## config.mk

```make
export PLATFORM = sky130hd
export DESIGN_NAME = inst_window_fetch
export DESIGN_NICKNAME = d
export VERILOG_FILES = /design/src/rtl/inst_window_fetch.sv
export SDC_FILE = /design/constraint.sdc
export NUM_CORES = 2
export LEC_CHECK = 0
export ABC_AREA = 1
export BUFFER_PORTS_ARGS = -buffer_cell sky130_fd_sc_hd__buf_2
export CAP_MARGIN = 20
export CORE_MARGIN = 2
export CORE_UTILIZATION = 28
export DETAILED_ROUTE_END_ITERATION = 8
export PLACE_DENSITY_LB_ADDON = 0.08
export SETUP_SLACK_MARGIN = 0.02
export SLEW_MARGIN = 0
export SYNTH_ARGS = -nofsm -noshare
export SYNTH_HDL_FRONTEND = slang
export SYNTH_SLANG_ARGS = --single-unit
export TNS_END_PERCENT = 20
```

## constraint.sdc

```tcl
create_clock -name clk -period 6.7 [get_ports clk]
set_input_delay 0.67 -clock clk [delete_from_list [all_inputs] [get_ports clk]]
set_output_delay 0.67 -clock clk [all_outputs]
set_load 0.02 [all_outputs]
```

## src/rtl/inst_window_fetch.sv

```systemverilog
// inst_window_fetch: fetches WINDOW consecutive instructions from BANKS interleaved ROM banks per request.
// Optional stall_cnt output is enabled by defining INST_WIN_STALL_CNT_EN.
module inst_window_fetch #(
  parameter int INSTR_WIDTH = 16,
  parameter int ADDR_WIDTH  = 10,
  parameter int WINDOW      = 20,
  parameter int BANKS       = 32,
  parameter int OUT_DEPTH   = 2
) (
  input  logic                                         clk,
  input  logic                                         resetN,
  input  logic                                         req_valid,
  output logic                                         req_ready,
  input  logic [ADDR_WIDTH-1:0]                        req_addr,
  input  logic                                         flush,
  output logic [BANKS*(ADDR_WIDTH-$clog2(BANKS))-1:0]  bank_addr,
  input  logic [BANKS*INSTR_WIDTH-1:0]                 bank_q,
  output logic                                         rsp_valid,
  input  logic                                         rsp_ready,
  output logic [ADDR_WIDTH-1:0]                        rsp_addr,
  output logic [WINDOW*INSTR_WIDTH-1:0]                rsp_window
`ifdef INST_WIN_STALL_CNT_EN
  ,
  output logic [15:0]                                  stall_cnt
`endif
);
  localparam int LB = $clog2(BANKS);
  localparam int RW = ADDR_WIDTH - LB;
  localparam int IW = INSTR_WIDTH;
  localparam int WW = WINDOW * IW;
  localparam int PW = OUT_DEPTH > 1 ? $clog2(OUT_DEPTH) : 1;
  localparam int CW = $clog2(OUT_DEPTH + 1) + 1;
  logic [ADDR_WIDTH-1:0] last_addr, base;
  logic                  inflight, fire, pop, push;
  logic [CW-1:0]         occ;
  logic [PW-1:0]         wr, rd;
  logic [ADDR_WIDTH-1:0] mem_addr [OUT_DEPTH];
  logic [WW-1:0]         mem_win  [OUT_DEPTH];
  logic [WW-1:0]         rot;
  function automatic logic [PW-1:0] nxt(input logic [PW-1:0] p);
    return p == PW'(OUT_DEPTH - 1) ? '0 : p + 1'b1;
  endfunction
  assign rsp_valid  = occ != '0;
  assign pop        = rsp_valid && rsp_ready;
  assign req_ready  = flush || (occ + CW'(inflight) - CW'(pop)) < CW'(OUT_DEPTH);
  assign fire       = req_valid && req_ready;
  assign push       = inflight && !flush;
  assign base       = fire ? req_addr : last_addr;
  assign rsp_addr   = mem_addr[rd];
  assign rsp_window = mem_win[rd];
  // banks below the base offset belong to the next row of the window
  for (genvar k = 0; k < BANKS; k++) begin : g_bank
    assign bank_addr[k*RW +: RW] = base[ADDR_WIDTH-1:LB] + RW'(LB'(k) < base[LB-1:0]);
  end
  for (genvar i = 0; i < WINDOW; i++) begin : g_lane
    logic [LB-1:0] sel;
    assign sel = last_addr[LB-1:0] + LB'(i);
    assign rot[i*IW +: IW] = bank_q[sel*IW +: IW];
  end
  always_ff @(posedge clk or negedge resetN) begin
    if (!resetN) begin
      last_addr <= '0;
      inflight  <= 1'b0;
      occ       <= '0;
      wr        <= '0;
      rd        <= '0;
      for (int j = 0; j < OUT_DEPTH; j++) begin
        mem_addr[j] <= '0;
        mem_win[j]  <= '0;
      end
    end else begin
      if (fire) last_addr <= req_addr;
      inflight <= fire;
      if (flush) begin
        occ <= '0;
        wr  <= '0;
        rd  <= '0;
      end else begin
        occ <= occ + CW'(push) - CW'(pop);
        if (push) begin
          mem_addr[wr] <= last_addr;
          mem_win[wr]  <= rot;
          wr           <= nxt(wr);
        end
        if (pop) rd <= nxt(rd);
      end
    end
  end
`ifdef INST_WIN_STALL_CNT_EN
  always_ff @(posedge clk or negedge resetN) begin
    if (!resetN) stall_cnt <= '0;
    else if (req_valid && !req_ready && stall_cnt != 16'hFFFF) stall_cnt <= stall_cnt + 16'd1;
  end
`endif
endmodule

```

==> results.md <==
* Element type at the critical path start: flop
* Vias in the first global route at 69900
* DRT antenna net count at 0
* Final wirelength at 441000 um
* Via total after detailed routing at 78000
* RSZ-0062 raised after global routing: false
* Post-CTS setup repair buffer count at 0
* Worst Skew at 34.6 ps
* Fmax at 180 MHz
* Clock sink total at 676
* Cell chosen for the clock root: clkbuf_16
* Layout net count at 11300
* Die span in y at 463 um
* Setup WS pre-CTS at 1500 ps
* Syn nets at 10700
* Die width at 463 um
* First-pass GRT wire length at 592000 um
* Total congestion overflow at 0
* Critical Path AT at 4900 ps
* Final setup vio count at 0
* Num CTS Buffers at 88
* I/O Pins at 1019
* Hold buffers post-CTS at 0
* Synthesized area at 0.0590 mm2
* Top FF cell, synth: dfrtp_1
* Reg2reg setup slack at 2010 ps
* Synth warn at 0
* Failing checks: design-rule violations, negative hold slack
* Num rows at 168
* Max-cap viol count at 0
* Kind of critical path: reg -> out
* Area of the core at 0.210 mm2
* Tmin final at 5570 ps
* Final TNS setup at 0 ps
* Die footprint at 0.215 mm2
* Fin crit share at 0.831
* Mean post-synth cell area at 5.83 um2
* H-Tree Depth at 3
* Vias per cell at 5.71
* Final Hold Viols at 2
* Total GRT Usage at 0.393
* Drt pass-1 iters at 9
* Layout area overhead at 19.2%
* Cells after Synth at 10100
* Initial Util at 0.282
* Crit path max fanout at 18
* Synth unique cells at 32
* HP Class: in -> async
* Count of filler cells inserted in the layout at 23800
* Routed len/inst at 32.3 um
* Port Buf Inserts at 1018
* Status: complete, but fails checks
* Initial drt markers at 11400
* CTS tree: yes
* Number of flops mapped to enable cells by yosys at 0
* DRC Markers at 31
* Critical Path RT at 6030 ps
* CTS clk-pin slew, worst paths at 60 ps
* Max-slew headroom at 0.0578
* Clock tree buffer depth at 3
* Worst-Skew Late Latency at 770 ps
* CP endpoint kind: primary output
* Final Wtd Congestion at 1.03
* CTS-repair resized insts at 0
* Initial antenna violation count at 93
* Register area share after synthesis at 0.287
* Hold Worst Slack at -10.8 ps
* Largest net degree at the start of global routing at 186
* Slew @ Worst Pin at 1400 ps
* Final Slew Violations at 0
* Final worst slack at 1130 ps
* Ys async rst share at 1.00
* Post-DP HPWL at 339000 um
* #FFs+latches synth at 676
* Layout cells sized above 1 at 0.172
layer usage:
layer	global-route usage	part of all wire	up-vias
li1	-	-	34500
met1	0.520	0.41	38300
met2	0.571	0.42	4376
met3	0.0823	0.095	805
met4	0.270	0.079	28
met5	0	0.00048	-
cells by family after synthesis:
kind of cell / share of synthesized area
AO/OA/AOI/OAI: 0.0485
flip-flops: 0.287
XOR/XNOR: 0.00636
buffers and inverters: 0.0580
AND/OR/NAND/NOR: 0.584
adder cells (fa/ha/maj): 0.0166
final cells by class:
class                           instances  area [um2]  share of cell area
Multi-Input combinational cell       8595       39000               0.555
Antenna cell                           71         178             0.00253
Inverter                               91         418             0.00594
Clock buffer                          125        2590              0.0369
Tap cell                             2805        3510              0.0499
Timing Repair Buffer                 1274        7350               0.105
Sequential cell                       676       16900               0.241
Clock inverter                         34         339             0.00482
registers in the layout (all words and copies together) (netlist names):
signal / cells
rd: 1
mem_win: 640
last_addr: 10
wr: 1
inflight: 1
occ: 3
mem_addr: 20
cells in the mapped netlist (3+ instances only):
cell type | number | area share
nand2_1 | 4629 | 0.29
nand3_1 | 2718 | 0.23
dfrtp_1 | 676 | 0.29
o21ai_0 | 538 | 0.046
clkbuf_1 | 512 | 0.033
or2_2 | 357 | 0.038
or2_1 | 150 | 0.016
buf_1 | 128 | 0.0081
buf_2 | 100 | 0.0085
ha_1 | 75 | 0.016
inv_1 | 70 | 0.0045
xor2_1 | 40 | 0.0059
nand4_1 | 31 | 0.0033
nor2_1 | 23 | 0.0015
inv_2 | 19 | 0.0012
buf_4 | 17 | 0.0022
a21oi_1 | 10 | 0.00085
o21ai_1 | 6 | 0.00051
buf_6 | 4 | 0.00076
o21a_1 | 3 | 0.00038
o21ai_4 | 3 | 0.00083
stage by stage:
stage	instance area (um2)	cells	utilization
floorplan	59000	10100	-
CTS	70100	13600	0.334
global route	70300	13700	0.335
global placement	66900	13400	0.319
detailed placement	67100	13400	0.320
finish	70300	13700	0.336
worst max-delay path: stages, from the launching register on:
cell and delay [ps]:
dfrtp_1 420, inv_2 100, nand3_1 100, nand2_1 110, inv_1 50, ha_1 260
inv_1 80, nand2_1 70, fa_1 500, nand3_2 80, nand2_2 160, nand2_4 160
o21ai_2 490, nand2_1 220, nor2_1 310, nand2_1 160, ha_1 260, ha_1 240
nand3_1 90, nand2_1 70, nand2_1 70, buf_2 160
final timing paths:
kind                               from           end  depth (start not counted)
max reg2reg                last_addr[0]  mem_win[597]                         10
max in group asynchronous        resetN            rd                          3
max                              occ[1]  bank_addr[4]                         21
min in group clk                  flush        occ[0]                          2
min reg2reg                mem_win[314]  mem_win[314]                          2
min                              resetN  mem_win[117]                          1
layout by cell type (no fill, tap or decap), types with 5 or more instances in the layout:
master     netlist  layout
o21ai_2          1       9
o21ai_0        538     433
inv_8            0       5
clkbuf_8         0      22
o21ai_1          6     101
o21ai_4          3       5
or2_1          150     150
clkinv_2         0      19
nand4_1         31      31
xor2_4           0       9
inv_1           70      61
clkbuf_16        0      90
nand3_1       2718    2718
clkbuf_1       512      14
buf_2          100    1017
or2_2          357     357
inv_6            0       5
ha_1            75      72
buf_12           0      19
buf_4           17     218
xor2_1          40      31
inv_2           19      15
nand2_1       4629    4624
a21oi_1         10      10
nor2_1          23      18
dfrtp_1        676     670
diode_2          0      71
buf_6            4      15
Power is not shown: default switching activity piles up to over one toggle a cycle in this logic, so the estimate is an artifact.
